===== src/rtl/alu_wide_seq.sv =====
// alu_wide_seq
//   Runs W-bit (W = 8*BYTES) operations on an external combinational 8-bit ALU,
//   one byte per clock. It latches the operands at start, presents one byte
//   pair per cycle through registered ALU drive lines, chains carry between
//   bytes, and captures each result byte. At the end it assembles the wide
//   result and the combined flags.
//
//   Timeline (start sampled at edge 0):
//     edge 0          IDLE -> RUN, operands latched
//     edges 1..BYTES  byte k is issued on the ALU lines (alu_oe=0); from edge 2
//                     on, the byte issued one cycle earlier is captured
//     edge BYTES+1    last byte captured, flags finalised, done raised
//     edge BYTES+2    done falls, back to IDLE
//
// Ports
//   clk, rst            clock (rising edge); asynchronous active-high reset
//   start               operation request, sampled only in IDLE
//   op, invert          ALU opcode / invert control, latched at start
//   carry_in            carry into the first processed byte, latched at start
//   chain               1: byte k>0 takes the carry of the previous byte
//   dir                 0: LSB byte first, 1: MSB byte first
//   a_in, b_in          wide operands, latched at start
//   alu_a, alu_b        byte operands to the ALU
//   alu_op, alu_invert  opcode / invert to the ALU
//   alu_carry_in        carry to the ALU
//   alu_oe              ALU output enable (0 = ALU drives the bus)
//   alu_result          ALU result bus
//   alu_flags           ALU flags {overflow, sign, carry, zero}
//   busy                high while an operation is in flight
//   done                one-cycle completion pulse
//   result              assembled wide result, held until the next start
//   flags               combined flags {overflow, sign, carry, zero}
module alu_wide_seq #(
   parameter int BYTES = 2
) (
   input  logic                 clk,
   input  logic                 rst,
   input  logic                 start,
   input  logic [3:0]           op,
   input  logic                 invert,
   input  logic                 carry_in,
   input  logic                 chain,
   input  logic                 dir,
   input  logic [8*BYTES-1:0]   a_in,
   input  logic [8*BYTES-1:0]   b_in,
   output logic [7:0]           alu_a,
   output logic [7:0]           alu_b,
   output logic [3:0]           alu_op,
   output logic                 alu_invert,
   output logic                 alu_carry_in,
   output logic                 alu_oe,
   input  logic [7:0]           alu_result,
   input  logic [3:0]           alu_flags,
   output logic                 busy,
   output logic                 done,
   output logic [8*BYTES-1:0]   result,
   output logic [3:0]           flags
);

   localparam int W  = 8 * BYTES;
   localparam int IW = $clog2(BYTES + 1);
   localparam logic [IW-1:0] LAST = IW'(BYTES);
   localparam logic [IW-1:0] TOP  = IW'(BYTES - 1);
   localparam logic [IW-1:0] ONE  = IW'(1);

   typedef enum logic [1:0] {IDLE, RUN, DONE} state_t;

   state_t state, state_nxt;

   // Operation latched at start
   logic [W-1:0]  a_lat, b_lat;
   logic [3:0]    op_lat;
   logic          inv_lat, cin_lat, chain_lat, dir_lat;

   // idx counts issued bytes; byte idx-1 is the one on the ALU this cycle
   logic [IW-1:0] idx;
   logic          zacc;
   logic          sign_top, ovf_top;

   logic [IW-1:0] drv_p, cap_p;
   logic [7:0]    a_byte, b_byte;
   logic          top_cap;

   // Map processing order to physical byte position
   function automatic logic [IW-1:0] phys(input logic [IW-1:0] i, input logic d);
      return d ? (TOP - i) : i;
   endfunction

   always_comb begin
      drv_p   = phys(idx, dir_lat);
      cap_p   = phys(idx - ONE, dir_lat);
      top_cap = (cap_p == TOP);
      a_byte  = '0;
      b_byte  = '0;
      for (int k = 0; k < BYTES; k++) begin
         if (drv_p == IW'(k)) begin
            a_byte = a_lat[8*k +: 8];
            b_byte = b_lat[8*k +: 8];
         end
      end
   end

   always_ff @(posedge clk or posedge rst) begin
      if (rst) state <= IDLE;
      else     state <= state_nxt;
   end

   always_comb begin
      state_nxt = state;
      case (state)
         IDLE:    if (start) state_nxt = RUN;
         RUN:     if (idx == LAST) state_nxt = DONE;
         DONE:    state_nxt = IDLE;
         default: state_nxt = IDLE;
      endcase
   end

   always_ff @(posedge clk or posedge rst) begin
      if (rst) begin
         idx          <= '0;
         busy         <= 1'b0;
         done         <= 1'b0;
         alu_oe       <= 1'b1;
         alu_a        <= '0;
         alu_b        <= '0;
         alu_op       <= '0;
         alu_invert   <= 1'b0;
         alu_carry_in <= 1'b0;
         result       <= '0;
         flags        <= '0;
         a_lat        <= '0;
         b_lat        <= '0;
         op_lat       <= '0;
         inv_lat      <= 1'b0;
         cin_lat      <= 1'b0;
         chain_lat    <= 1'b0;
         dir_lat      <= 1'b0;
         zacc         <= 1'b1;
         sign_top     <= 1'b0;
         ovf_top      <= 1'b0;
      end else begin
         case (state)
            IDLE: begin
               busy   <= 1'b0;
               done   <= 1'b0;
               alu_oe <= 1'b1;
               if (start) begin
                  a_lat     <= a_in;
                  b_lat     <= b_in;
                  op_lat    <= op;
                  inv_lat   <= invert;
                  cin_lat   <= carry_in;
                  chain_lat <= chain;
                  dir_lat   <= dir;
                  idx       <= '0;
                  zacc      <= 1'b1;
               end
            end
            RUN: begin
               busy <= 1'b1;
               // -- capture stage: byte issued last cycle is on alu_result now
               if (idx != '0) begin
                  for (int k = 0; k < BYTES; k++) begin
                     if (cap_p == IW'(k)) result[8*k +: 8] <= alu_result;
                  end
                  zacc <= zacc & alu_flags[0];
                  if (top_cap) begin
                     sign_top <= alu_flags[2];
                     ovf_top  <= alu_flags[3];
                  end
               end
               // -- issue stage: next byte pair onto the ALU lines
               if (idx != LAST) begin
                  alu_a      <= a_byte;
                  alu_b      <= b_byte;
                  alu_op     <= op_lat;
                  alu_invert <= inv_lat;
                  alu_oe     <= 1'b0;
                  // The carry of the byte being captured feeds the next one directly
                  alu_carry_in <= (idx == '0 || !chain_lat) ? cin_lat : alu_flags[1];
                  idx <= idx + ONE;
               end else begin
                  alu_oe <= 1'b1;
                  done   <= 1'b1;
                  flags  <= {top_cap ? alu_flags[3] : ovf_top,
                             top_cap ? alu_flags[2] : sign_top,
                             alu_flags[1],
                             zacc & alu_flags[0]};
               end
            end
            DONE: begin
               busy   <= 1'b0;
               done   <= 1'b0;
               alu_oe <= 1'b1;
            end
            default: begin
               busy   <= 1'b0;
               done   <= 1'b0;
               alu_oe <= 1'b1;
            end
         endcase
      end
   end

endmodule


===== config.mk =====
export PLATFORM = sky130hd
export DESIGN_NAME = alu_wide_seq
export DESIGN_NICKNAME = d
export VERILOG_FILES = /design/src/rtl/alu_wide_seq.sv
export SDC_FILE = /design/constraint.sdc
export NUM_CORES = 1
export LEC_CHECK = 0
export BUFFER_PORTS_ARGS = -buffer_cell sky130_fd_sc_hd__buf_4
export CAP_MARGIN = 5
export CORE_MARGIN = 2
export CORE_UTILIZATION = 56
export DETAILED_ROUTE_END_ITERATION = 12
export GPL_ROUTABILITY_DRIVEN = 0
export PLACE_DENSITY = 0.82
export SETUP_SLACK_MARGIN = 0.4
export SKIP_LAST_GASP = 1
export SLEW_MARGIN = 20
export SYNTH_ARGS = -nofsm -noshare
export SYNTH_HDL_FRONTEND = slang
export SYNTH_SLANG_ARGS = --single-unit

===== constraint.sdc =====
create_clock -name clk -period 7.95 [get_ports clk]
set_clock_uncertainty 0.15 [all_clocks]
set_input_delay 0.795 -clock clk [delete_from_list [all_inputs] [get_ports clk]]
set_output_delay 0.795 -clock clk [all_outputs]
set_load 0.005 [all_outputs]

# Word level (Yosys, flattened, before mapping)
# Cells that the tools add are included.
# op_classes
add_sub_neg,4
n_eq_ne,10
muxes,23
n_bitwise,2
n_reduce_logical,17
# op_table
operator,n
$mux W8,4
$mux W2,6
$ne A2 B2 Y1 const B,6
$reduce_and A3 Y1,4
$mux W1,10
$reduce_and A2 Y1,5
$logic_not A2 Y1,4
$pmux W2 S2,2
$eq A2 B1 Y1 const B,3
$reduce_bool A2 Y1,2
$sub A1 B2 Y2 const A,2
$add A2 B1 Y2 const B,1
$eq A2 B2 Y1 const B,1
$pmux W1 S2,1
$sub A2 B1 Y2 const B,1
$and A1 B1 Y1,1
$logic_not A1 Y1,1
$logic_or A1 B1 Y1,1
$not A1 Y1,1
# totals
regBits,92
in_bits,55

# Depth between registers and ports, before layout
# depth
ltp_word,5
ltp_mapped,8
ltp_nobuf,5

# Worst setup path after synthesis
# No wires, ideal clock.
# synth_timing
path_kind,register to register
from,register idx[0]
to,register alu_a[3]
setup_time_ps,83
t_arrival_ps,1692
setup_slack_ps,6025
stages_incl_launch_ff,9
n_path_buf,3
path_cell_list,dfrtp_1 buf_2 inv_1 ha_1 or3b_1 buf_6 nand2b_4 clkbuf_2 o21ai_0
# synth_between
elab_chain_len,5
word_cells_on_any_way,8
# synth_lines
element,line_no,source
start: declaration,76,logic [IW-1:0] idx;
start signal: assignment,181,idx <= idx + ONE;
$sub A1 B2 Y2,86,return d ? (TOP - i) : i;
$mux W2,86,
$logic_not A2 Y1,96,if (drv_p == IW'(k)) begin
$mux W8 (2 in a row),96,
end signal: assignment,174,alu_a <= a_byte;
end: declaration,46,"output logic [7:0] alu_a,"
# Parallel ways exist; a longest one is shown, timed or not.
# A chain may end at the register's enable or synchronous reset.

# Worst setup path in the final report
# layout_timing
from,register idx[0]
to,register alu_a[0]
# The elaborated chain is that of the path after synthesis.

==> qor.txt <==
=================================================================================
Total clock buffers created by CTS                                              9
Share of post-route cells with drive strength above 1                       52.1%
Final HPWL from detailed placement                                        4.77 mm
CP max stage cell                                                    sky130_fd_sc_hd__or3b_1
List of cells traversed by the critical path                         inv_1, ha_1, or3b_1, nand2b_4, o21ai_0
Register-to-Register Setup Slack                                          5470 ps
Detailed Route WL                                                         6.84 mm
Via density per instance                                                     5.28
EDFF count, synth                                                               0
Minimum setup slack after placement                                       5440 ps
Outcome                                                              complete, no violations
Unrepaired setup endpoints after global routing                             false
Critical path launch point                                           idx[0]$_DFFE_PP0P_
Count of final setup violators                                                  0
Sequential share of the synthesized area                                    63.0%
Flip-flop cell with the highest count after synthesis                sky130_fd_sc_hd__dfrtp_1
Area share of the leading cell type in the synthesized netlist              61.5%
Clock tree from TritonCTS                                                     yes
Reg-to-reg critical path endpoint                                    alu_a[0]$_DFFE_PP0N_
Relative slew margins                                                       31.2%
Worst-Margin Slew                                                         1030 ps
Root buffer cell                                                     sky130_fd_sc_hd__clkbuf_8
Number of remaining DRC errors                                                  0
Reg clk slew, reported paths                                                80 ps
Most numerous cell in the Yosys netlist                              sky130_fd_sc_hd__dfrtp_1
Site Rows                                                                      29
Reported leakage power                                                    2.19 nW
Floorplan core area                                                      6350 µm²
GRT Total Usage                                                             20.4%
Combined area of all synthesized cells                                   3660 µm²
Average detailed-routed wire length per instance                          15.8 µm
Total of flip-flops plus latches after synthesis                               92
Clock latency of the later-clocked register in the worst-skew pair         350 ps
Count of mapped cells out of synthesis                                        253
Time the final worst path needs with I/O delays and setup                 2480 ps
Post-cts hold buffer count                                                      0
Die height                                                                84.9 µm
Via count                                                                    2293
Post-route ant nets                                                             0
Count of buffers from port buffering                                           99
Cell family with most CP delay                                       simple AND/OR/NAND/NOR gates
CP endpoint                                                          alu_a[0]$_DFFE_PP0N_
DIE AREA                                                                 7200 µm²
Final net count                                                               410
Post-Route Setup TNS                                                         0 ps
Synthesis warning total                                                         0
Tcrit/Tclk final                                                            31.2%
Worst min-delay path class                                           flop to flop
Library cells used by synthesis                                                29
H-Tree Depth                                                                    3
Total gr overflow                                                               0
Post-route worst setup slack                                              5470 ps
Critical Path Sink Type                                                      flop
Hold Vio Cnt, Final                                                             0
MaxCap Viol Count                                                               0
Maximum clock frequency                                                   403 MHz
Reg-to-reg critical path startpoint                                  idx[0]$_DFFE_PP0P_
Number of buffers and inverters on the critical path                            1
Vias in the first global route                                               2325
Critical Path AT                                                          2600 ps
Library cell with the largest summed area after synthesis            sky130_fd_sc_hd__dfrtp_1
Drt initial violations                                                        106
Post-Synthesis Net Count                                                      310
Min Hold Slack                                                             333 ps
Number of buffers inserted to repair setup after CTS                            0
Average cell area after synthesis                                        14.5 µm²
Pre-Repair DR Iteration Count                                                   4
Maximum fanout count along the critical path                                   28
Growth of design area from synthesis to finish                              26.1%
Largest net degree at the start of global routing                              93
Chip width                                                                84.9 µm
CP Launch Type                                                               flop
Most numerous cell types in the synthesized netlist                  90 x sky130_fd_sc_hd__dfrtp_1, 64 x sky130_fd_sc_hd__mux2_2, 20 x sky130_fd_sc_hd__o21ai_0
Worst Reg-to-Reg Cells                                                          5
Wire length of the first global-routing pass                              11.3 mm
Initial antenna violation count                                                 0
Worst Path Class, Setup                                              flop to flop
CP Depth                                                                        5
Top-level port count                                                          100
Effective utilization at floorplan                                          57.7%
Max Transition Viols Final                                                      0
Clock tree sinks                                                               92
CTS resizes                                                                     0
Power per cell area                                                    414 nW/µm²
Peak per-stage delay on the critical path                                  780 ps
Top area cells in the synthesized netlist                            sky130_fd_sc_hd__dfrtp_1 62%, sky130_fd_sc_hd__mux2_2 20%, sky130_fd_sc_hd__mux2i_1 4.9%
Number of buffers on the longest clock path                                     2
Worst-case vdd ir drop                                                     325 µV
Async set-or-reset flop fraction in the synthesized netlist                  100%
# diodes                                                                        0
CP required                                                               8060 ps
=================================================================================
## cells by family (layout without fill, tap and decap cells)
family	after synthesis	count (layout)	share of synthesized area [%]
AOI/OAI and AO/OA	24	24	3.52
xor gates and xnor gates	2	2	0.991
adders and majority gates	2	2	0.683
buffers and inverters	17	121	2.26
DFF	92	92	63.0
muxes	82	82	24.6
and+or+nand+nor	34	34	4.99
## where the power goes
part / leakage (nW) / total, W / internal [W] / switching, W
registers: 1.10 / 0.000840 / 0.000709 / 0.000132
clock network: 0.0800 / 0.000258 / 0.000111 / 0.000148
logic: 1.01 / 0.000812 / 0.000467 / 0.000344
## final cells by class
class,instances,area [µm²]
clock buffers,12,135
clock inverters,3,15.0
fillers,466,1730
inverters,6,27.5
multi-input cells,144,1290
flip-flops and latches,92,2300
well taps,77,96.3
repair buffers,100,751
## state kept, by name, summed over array words and instances (netlist names), 2 cells and up
register / cells
a_lat: 16
b_lat: 16
result: 16
alu_a: 8
alu_b: 8
alu_op: 4
flags: 4
op_lat: 4
idx: 2
state: 2
## cells in the final DEF, fill, tap and decap left out
master                       n
sky130_fd_sc_hd__buf_4     100
sky130_fd_sc_hd__dfrtp_1    90
sky130_fd_sc_hd__mux2_2     64
sky130_fd_sc_hd__o21ai_0    20
sky130_fd_sc_hd__mux2i_1    18
sky130_fd_sc_hd__nand2_1    17
sky130_fd_sc_hd__clkbuf_8    9
sky130_fd_sc_hd__inv_1       5
sky130_fd_sc_hd__nor2_1      4
sky130_fd_sc_hd__nand3_1     3
sky130_fd_sc_hd__clkinv_2    3
sky130_fd_sc_hd__clkbuf_1    3
sky130_fd_sc_hd__a31oi_1     2
sky130_fd_sc_hd__nand2_2     2
sky130_fd_sc_hd__ha_1        2
sky130_fd_sc_hd__dfstp_2     2
sky130_fd_sc_hd__nor3b_4     1
sky130_fd_sc_hd__xor2_4      1
sky130_fd_sc_hd__and3b_1     1
sky130_fd_sc_hd__xnor2_2     1
sky130_fd_sc_hd__and4bb_2    1
sky130_fd_sc_hd__or2b_1      1
sky130_fd_sc_hd__or3b_1      1
sky130_fd_sc_hd__nor2b_1     1
sky130_fd_sc_hd__nand2b_4    1
sky130_fd_sc_hd__nand2b_1    1
sky130_fd_sc_hd__inv_6       1
sky130_fd_sc_hd__o32a_1      1
sky130_fd_sc_hd__o22ai_1     1
## metal layers
layer  up-vias  track usage [%]  routed length, µm
met5         -                0                  0
met4         0             8.66                122
met3        10             5.74                407
met2        65             33.5               3520
met1      1142             25.8               2790
li1       1076                -                  -
## worst reg2reg max path, delay by kind of cell, from the launching register on
kind,cells,cell delay [ps]
buffers and inverters,1,110
AO/OA/AOI/OAI,1,200
AND/OR/NAND/NOR,2,1170
adder cells (fa/ha/maj),1,230
flip-flops,1,530
## stage by stage
| step | utilization (%) | power [W] | std cells | cell area, µm² |
|---|---|---|---|---|
| 2_1_floorplan | - | 0.00137 | 253 | 3660 |
| 3_3_place_gp | 70.3 | 0.00163 | 419 | 4460 |
| 3_5_place_dp | 70.3 | 0.00168 | 419 | 4460 |
| 4_1_cts | 72.7 | 0.00194 | 434 | 4610 |
| 5_1_grt | 72.7 | 0.00204 | 434 | 4620 |
| 6_report | 72.7 | 0.00191 | 434 | 4620 |
## worst min path at each step
stage                     slack, ps                    end  cells past startpoint                  start
final                           330   alu_b[4]$_DFFE_PP0N_                      2   alu_b[4]$_DFFE_PP0N_
after global routing            360  chain_lat$_DFFE_PP0P_                      1  chain_lat$_DFFE_PP0P_
after CTS                       340   alu_b[4]$_DFFE_PP0N_                      2   alu_b[4]$_DFFE_PP0N_
after detailed placement        320   alu_b[4]$_DFFE_PP0N_                      2   alu_b[4]$_DFFE_PP0N_
after global placement          310   alu_b[1]$_DFFE_PP0N_                      2   alu_b[1]$_DFFE_PP0N_
after floorplan                 320  chain_lat$_DFFE_PP0P_                      1  chain_lat$_DFFE_PP0P_
Note: power is estimated with default switching activity, not from simulation.
